[src/rtl/pipe_ctrl_pkg.sv]
// Shared opcode, ALUOp and control-bundle definitions
// for the 5-stage MIPS pipeline control.
package pipe_ctrl_pkg;

    localparam logic [5:0] OP_RTYPE = 6'b000000;
    localparam logic [5:0] OP_ADDI  = 6'b001000;
    localparam logic [5:0] OP_ANDI  = 6'b001100;
    localparam logic [5:0] OP_ORI   = 6'b001101;
    localparam logic [5:0] OP_SLTI  = 6'b001010;
    localparam logic [5:0] OP_LW    = 6'b100011;
    localparam logic [5:0] OP_SW    = 6'b101011;
    localparam logic [5:0] OP_BEQ   = 6'b000100;
    localparam logic [5:0] OP_BNE   = 6'b000101;
    localparam logic [5:0] OP_J     = 6'b000010;
    localparam logic [5:0] OP_JAL   = 6'b000011;

    localparam logic [2:0] ALU_ADD   = 3'b000;
    localparam logic [2:0] ALU_SUB   = 3'b001;
    localparam logic [2:0] ALU_FUNCT = 3'b010;
    localparam logic [2:0] ALU_AND   = 3'b011;
    localparam logic [2:0] ALU_OR    = 3'b100;
    localparam logic [2:0] ALU_SLT   = 3'b101;

    localparam int EX_LINK_BIT   = 0;
    localparam int EX_REGDST_BIT = 1;
    localparam int EX_ALUOP_LSB  = 2;
    localparam int MEM_RD_BIT    = 1;
    localparam int MEM_WR_BIT    = 0;
    localparam int WB_REGWR_BIT  = 1;
    localparam int WB_M2R_BIT    = 0;

    typedef struct packed {
        logic       alu_src;
        logic [2:0] alu_op;
        logic       reg_dst;
        logic       link;
        logic       mem_read;
        logic       mem_write;
        logic       reg_write;
        logic       mem_to_reg;
    } ctrl_t;

endpackage

[src/rtl/pipe_ctrl_unit_decode.sv]
// Combinational ID-stage opcode decoder: control bundle,
// instruction class flags and illegal-opcode detection.
module ctrl_decode
    import pipe_ctrl_pkg::*;
#(
    parameter int OP_W = 6
) (
    input  logic [OP_W-1:0] op_i,
    output ctrl_t           ctrl_o,
    output logic            illegal_o,
    output logic            branch_o,
    output logic            bne_o,
    output logic            jump_o,
    output logic            uses_rt_o
);

    always_comb begin
        ctrl_o    = '0;
        illegal_o = 1'b0;
        branch_o  = 1'b0;
        bne_o     = 1'b0;
        jump_o    = 1'b0;
        uses_rt_o = 1'b0;
        case (op_i)
            OP_W'(OP_RTYPE): begin
                ctrl_o.alu_op    = ALU_FUNCT;
                ctrl_o.reg_dst   = 1'b1;
                ctrl_o.reg_write = 1'b1;
                uses_rt_o        = 1'b1;
            end
            OP_W'(OP_ADDI): begin
                ctrl_o.alu_src   = 1'b1;
                ctrl_o.alu_op    = ALU_ADD;
                ctrl_o.reg_write = 1'b1;
            end
            OP_W'(OP_ANDI): begin
                ctrl_o.alu_src   = 1'b1;
                ctrl_o.alu_op    = ALU_AND;
                ctrl_o.reg_write = 1'b1;
            end
            OP_W'(OP_ORI): begin
                ctrl_o.alu_src   = 1'b1;
                ctrl_o.alu_op    = ALU_OR;
                ctrl_o.reg_write = 1'b1;
            end
            OP_W'(OP_SLTI): begin
                ctrl_o.alu_src   = 1'b1;
                ctrl_o.alu_op    = ALU_SLT;
                ctrl_o.reg_write = 1'b1;
            end
            OP_W'(OP_LW): begin
                ctrl_o.alu_src    = 1'b1;
                ctrl_o.alu_op     = ALU_ADD;
                ctrl_o.mem_read   = 1'b1;
                ctrl_o.reg_write  = 1'b1;
                ctrl_o.mem_to_reg = 1'b1;
            end
            OP_W'(OP_SW): begin
                ctrl_o.alu_src   = 1'b1;
                ctrl_o.alu_op    = ALU_ADD;
                ctrl_o.mem_write = 1'b1;
                uses_rt_o        = 1'b1;
            end
            OP_W'(OP_BEQ): begin
                ctrl_o.alu_op = ALU_SUB;
                branch_o      = 1'b1;
                uses_rt_o     = 1'b1;
            end
            OP_W'(OP_BNE): begin
                ctrl_o.alu_op = ALU_SUB;
                branch_o      = 1'b1;
                bne_o         = 1'b1;
                uses_rt_o     = 1'b1;
            end
            OP_W'(OP_J): begin
                jump_o = 1'b1;
            end
            OP_W'(OP_JAL): begin
                ctrl_o.link      = 1'b1;
                ctrl_o.reg_write = 1'b1;
                jump_o           = 1'b1;
            end
            default: illegal_o = 1'b1;
        endcase
    end

endmodule

[src/rtl/pipe_ctrl_unit.sv]
// Pipeline main control: decode, ID/EX-EX/MEM-MEM/WB control
// registers, load-use stall, flush bubbles, freeze, stall counter.
module pipe_ctrl_unit
    import pipe_ctrl_pkg::*;
#(
    parameter int OP_W    = 6,
    parameter int REG_W   = 5,
    parameter int ALUOP_W = 3,
    parameter int CNT_W   = 16
) (
    input  logic               clk_i,
    input  logic               rst_n_i,
    input  logic               valid_i,
    input  logic [OP_W-1:0]    op_i,
    input  logic [REG_W-1:0]   rs_i,
    input  logic [REG_W-1:0]   rt_i,
    input  logic               flush_i,
    input  logic               freeze_i,
    output logic               jump_o,
    output logic               branch_o,
    output logic               branch_ne_o,
    output logic               hazard_stall_o,
    output logic [ALUOP_W+2:0] ex_ctrl_o,
    output logic [1:0]         mem_ctrl_o,
    output logic [1:0]         wb_ctrl_o,
    output logic               illegal_o,
    output logic [CNT_W-1:0]   stall_cnt_o
);

    ctrl_t dec;
    logic  dec_ill, dec_br, dec_bne, dec_jmp, dec_use_rt;
    logic  live, hz_cond, go;

    logic [ALUOP_W+2:0] idex_ex_q, idex_ex_d;
    logic [1:0]         idex_mem_q, idex_mem_d;
    logic [1:0]         idex_wb_q, idex_wb_d;
    logic [REG_W-1:0]   idex_rt_q, idex_rt_d;
    logic               ill_q, ill_d;
    logic [1:0]         exmem_mem_q, exmem_mem_d;
    logic [1:0]         exmem_wb_q, exmem_wb_d;
    logic [1:0]         memwb_wb_q, memwb_wb_d;
    logic [CNT_W-1:0]   cnt_q, cnt_d;

    ctrl_decode #(.OP_W(OP_W)) u_dec (
        .op_i      (op_i),
        .ctrl_o    (dec),
        .illegal_o (dec_ill),
        .branch_o  (dec_br),
        .bne_o     (dec_bne),
        .jump_o    (dec_jmp),
        .uses_rt_o (dec_use_rt)
    );

    always_comb begin
        hz_cond = idex_mem_q[MEM_RD_BIT] && (idex_rt_q != '0)
                  && ((idex_rt_q == rs_i)
                      || ((idex_rt_q == rt_i) && dec_use_rt));
        live           = valid_i && !flush_i;
        hazard_stall_o = live && hz_cond;
        go             = live && !hazard_stall_o;
        jump_o         = go && dec_jmp;
        branch_o       = go && dec_br;
        branch_ne_o    = go && dec_bne;
    end

    always_comb begin
        idex_ex_d   = idex_ex_q;
        idex_mem_d  = idex_mem_q;
        idex_wb_d   = idex_wb_q;
        idex_rt_d   = idex_rt_q;
        ill_d       = ill_q;
        exmem_mem_d = exmem_mem_q;
        exmem_wb_d  = exmem_wb_q;
        memwb_wb_d  = memwb_wb_q;
        cnt_d       = cnt_q;
        if (!freeze_i) begin
            // Bubble by default; an illegal opcode decodes to a zero bundle
            idex_ex_d  = '0;
            idex_mem_d = '0;
            idex_wb_d  = '0;
            idex_rt_d  = '0;
            ill_d      = 1'b0;
            if (go) begin
                idex_ex_d  = {dec.alu_src, ALUOP_W'(dec.alu_op),
                              dec.reg_dst, dec.link};
                idex_mem_d = {dec.mem_read, dec.mem_write};
                idex_wb_d  = {dec.reg_write, dec.mem_to_reg};
                idex_rt_d  = rt_i;
                ill_d      = dec_ill;
            end
            exmem_mem_d = idex_mem_q;
            exmem_wb_d  = idex_wb_q;
            memwb_wb_d  = exmem_wb_q;
            if (hazard_stall_o && (cnt_q != '1))
                cnt_d = cnt_q + CNT_W'(1);
        end
    end

    always_ff @(posedge clk_i or negedge rst_n_i) begin
        if (!rst_n_i) begin
            idex_ex_q   <= '0;
            idex_mem_q  <= '0;
            idex_wb_q   <= '0;
            idex_rt_q   <= '0;
            ill_q       <= 1'b0;
            exmem_mem_q <= '0;
            exmem_wb_q  <= '0;
            memwb_wb_q  <= '0;
            cnt_q       <= '0;
        end else begin
            idex_ex_q   <= idex_ex_d;
            idex_mem_q  <= idex_mem_d;
            idex_wb_q   <= idex_wb_d;
            idex_rt_q   <= idex_rt_d;
            ill_q       <= ill_d;
            exmem_mem_q <= exmem_mem_d;
            exmem_wb_q  <= exmem_wb_d;
            memwb_wb_q  <= memwb_wb_d;
            cnt_q       <= cnt_d;
        end
    end

    assign ex_ctrl_o   = idex_ex_q;
    assign mem_ctrl_o  = exmem_mem_q;
    assign wb_ctrl_o   = memwb_wb_q;
    assign illegal_o   = ill_q;
    assign stall_cnt_o = cnt_q;

endmodule

[config.mk]
export PLATFORM = sky130hd
export DESIGN_NAME = pipe_ctrl_unit
export DESIGN_NICKNAME = d
export VERILOG_FILES = /design/src/rtl/pipe_ctrl_pkg.sv /design/src/rtl/pipe_ctrl_unit_decode.sv /design/src/rtl/pipe_ctrl_unit.sv
export SDC_FILE = /design/constraint.sdc
export NUM_CORES = 1
export LEC_CHECK = 0
export ABC_AREA = 0
export BUFFER_PORTS_ARGS = -buffer_cell sky130_fd_sc_hd__clkbuf_2
export CAP_MARGIN = 20
export CORE_MARGIN = 8
export CORE_UTILIZATION = 54
export DETAILED_ROUTE_END_ITERATION = 10
export GPL_ROUTABILITY_DRIVEN = 0
export PLACE_DENSITY_LB_ADDON = 0.15
export SLEW_MARGIN = 15
export SYNTH_ARGS = -nofsm -noshare
export SYNTH_HDL_FRONTEND = slang
export SYNTH_HIERARCHICAL = 1
export SYNTH_SLANG_ARGS = --single-unit
[constraint.sdc]
create_clock -name clk_i -period 3.75 [get_ports clk_i]
set_input_delay 0.9375 -clock clk_i [delete_from_list [all_inputs] [get_ports clk_i]]
set_output_delay 0.9375 -clock clk_i [all_outputs]
set_load 0.05 [all_outputs]
==> flow_metrics.env <==
export IMPL_vias=1739
export IMPL_final_hold_viol_count=0
export IMPL_cp_end_kind="output pin"
export IMPL_grt_use_total_pct=15.0
export IMPL_dieHeight_um=79.8
export IMPL_final_antenna_net_count=0
export IMPL_cts_max_path_buffers=2
export IMPL_dp_cells=323
export IMPL_placed_area_um2=2490
export IMPL_p_total_uw=799
export IMPL_rr_worst_depth=7
export IMPL_slew_viol_final=0
export IMPL_viasPerCell=5.25
export IMPL_cts_root_buf="clkbuf_8"
export IMPL_ys_dominant_reg_cell="dfrtp_1"
export IMPL_post_synth_top_area_cell="dfrtp_1"
export IMPL_wire_per_inst_um=13.6
export IMPL_timing_fmax_mhz=284
export IMPL_cts_made_buffers=5
export IMPL_period_needed_ns=3.52
export IMPL_antenna_found_initial=0
export IMPL_ys_ff_latch=38
export IMPL_core_rowCount=23
export IMPL_irDropWorstVdd_uv=203
export IMPL_h_tree_depth=2
export IMPL_synth_common_cells="38 x dfrtp_1, 33 x nand2_1, 20 x nand2b_1"
export IMPL_wirelength_um=4490
export IMPL_outcome="completed"
export IMPL_synthCells=227
export IMPL_die_area_um2=6370
export IMPL_reg2reg_slack_ns=1.63
export IMPL_dr_pass1_iters=4
export IMPL_period_share_pct=93.8
export IMPL_start_util_pct=55.4
export IMPL_grt_max_degree=39
export IMPL_worst_ep_arrival_time_ns=2.58
export IMPL_multi_input_area_um2=1120
export IMPL_clock_skew_final_ns=0.00717
export IMPL_slowest_delay_ns=0.42
export IMPL_path_class="input port to output pin"
export IMPL_yosysMostFrequentCell="dfrtp_1"
export IMPL_finalSetupViolations=0
export IMPL_worst_slew_pin_transition_ns=0.927
export IMPL_cts_resized=0
export IMPL_cp_max_fo=4
export IMPL_async_flop_share_pct=100
export IMPL_fin_area_um2=2580
export IMPL_max_cap_violations=0
export IMPL_yosysWarnings=6
export IMPL_crit_buf_inv=2
export IMPL_grt_first_pass_wirelength_um=7650
export IMPL_cp_required_ns=2.81
export IMPL_cts_tree="yes"
export IMPL_leakage_nw=1.21
export IMPL_cp_top_family="simple AND/OR/NAND/NOR gates"
export IMPL_seq_area_um2=951
export IMPL_cts_setup_buffers=0
export IMPL_first_iter_violations=50
export IMPL_synth_area_leaders="dfrtp_1 43%, nand2b_1 5.7%, nand2_1 5.6%, xnor2_1 5.2%, xor2_1 5.2%"
export IMPL_syn2layout_area_growth_pct=17.4
export IMPL_synth_seq_area_share_pct=43.3
export IMPL_grt_pass1_vias=1697
export IMPL_syn_avg_cell_area_um2=9.68
export IMPL_p_per_area_nw_per_um2=310
export IMPL_rsz0062_at_grt="no"
export IMPL_slowest_stage="or4_1"
export IMPL_critPathLaunchType="input port"
export IMPL_nets=302
export IMPL_cp_depth=9
export IMPL_dieWidth_um=79.8
export IMPL_grt_ovfl_total=0
export IMPL_holdPathStages=2
export IMPL_antenna_cells=0
export IMPL_ioPinCount=52
export IMPL_cp_common_cell="clkbuf_2"
export IMPL_instances_no_fill=331
export IMPL_drcViolationCount=0
export IMPL_hold_path_class="flip-flop to flip-flop"
export IMPL_path_cells="clkbuf_2, nor2b_1, or4_1, a21oi_1, a32oi_1, or2_1, nand2b_4, nor2_1, clkbuf_2"
export IMPL_final_layout_size_suffix_gt1_share_pct=31.7
export IMPL_synth_edf_count=0
export IMPL_clkTransAtPathRegs_ns=0.07
export IMPL_cts_sinks=38
export IMPL_hold_buffers=0
export IMPL_synthesis_area_um2=2200
export IMPL_hpwl_um=3410
export IMPL_coreArea_um2=3970
export IMPL_slew_headroom_pct=38.2
export IMPL_synth_top_area_share_pct=43.3
export IMPL_ys_types=43
export IMPL_syn_nets=249
export IMPL_numPortBuffers=51
export IMPL_fillCellCount=365
export IMPL_clk_latency_ns=0.29
-- worst paths after layout --
check | start | to
max | op_i[0] | jump_o
max reg2reg | idex_rt_q[3] | stall_cnt_o[5]
max in group asynchronous | rst_n_i | stall_cnt_o[3]
min in group asynchronous | rst_n_i | ex_ctrl_o[2]
min | ex_ctrl_o[0] | ex_ctrl_o[0]
min reg2reg | ex_ctrl_o[0] | ex_ctrl_o[0]
-- area by class of cell --
type,instances,area share (%)
inverter,5,0.727
clock buffer,7,3.34
tap,50,2.42
sequential,38,36.8
timing repair buffer,60,13.1
multi-input combinational,170,43.4
clock inverter,1,0.194
-- layer usage --
metal  vias up  GRT usage, %  wire length, um
met3         6          5.18              279
met4         0          5.45               63
li1        885             -                -
met5         -             0                0
met1       808          17.8             1970
met2        40          24.7             2180
-- sequential cells by signal, summed over array words and instances, names as in the netlist, 2 cells and up --
| register | flops |
|---|---|
| wb_ctrl_o | 2 |
| idex_mem_q | 2 |
| exmem_wb_q | 2 |
| idex_wb_q | 2 |
| stall_cnt_o | 16 |
| ex_ctrl_o | 6 |
| mem_ctrl_o | 2 |
| idex_rt_q | 5 |
-- cells by family after synthesis --
family                   after synthesis  share of synthesized area [%]
multiplexers                           7                           3.59
buffers and inverters                 19                           5.92
adder cells (fa/ha/maj)                1                          0.569
AND/OR/NAND/NOR                      108                           27.7
XOR/XNOR                              26                           10.4
AO/OA/AOI/OAI                         28                           8.65
flip-flops                            38                           43.3
-- worst register-to-register path, delay by kind of cell (launching register included) --
family | cells | cell delay, ns
AOI/OAI and AO/OA | 1 | 0.16
buffers and inverters | 1 | 0.17
and+or+nand+nor | 3 | 0.93
xor gates and xnor gates | 2 | 0.33
DFF | 1 | 0.42
-- power by group --
group	internal, mW	total, mW	switching [mW]
clock	0.148	0.287	0.139
combinational	0.0362	0.0916	0.0554
sequential	0.415	0.421	0.00568
-- metrics by stage --
| stage | util [%] | setup slack (ns) | hold slack, ns | TNS (ns) |
|---|---|---|---|---|
| after floorplan | - | -0.101 | 0.449 | -0.303 |
| after global placement | 62.7 | 0.286 | 0.463 | 0 |
| after detailed placement | 62.7 | 0.216 | 0.474 | 0 |
| after CTS | 65.0 | 0.211 | 0.491 | 0 |
| after global routing | 65.0 | 0.130 | 0.506 | 0 |
| final | 65.0 | 0.232 | 0.486 | 0 |
-- placed cells by master (no fill, tap or decap), types with 7 or more instances in the layout --
| master | n |
|---|---|
| clkbuf_2 | 50 |
| mux2_2 | 7 |
| nor2_1 | 15 |
| o21ai_0 | 9 |
| xnor2_1 | 13 |
| nand2_1 | 33 |
| buf_4 | 9 |
| o21ai_2 | 8 |
| xor2_1 | 13 |
| nand2b_1 | 20 |
| dfrtp_1 | 38 |
Power figures use the tool's default switching activity.
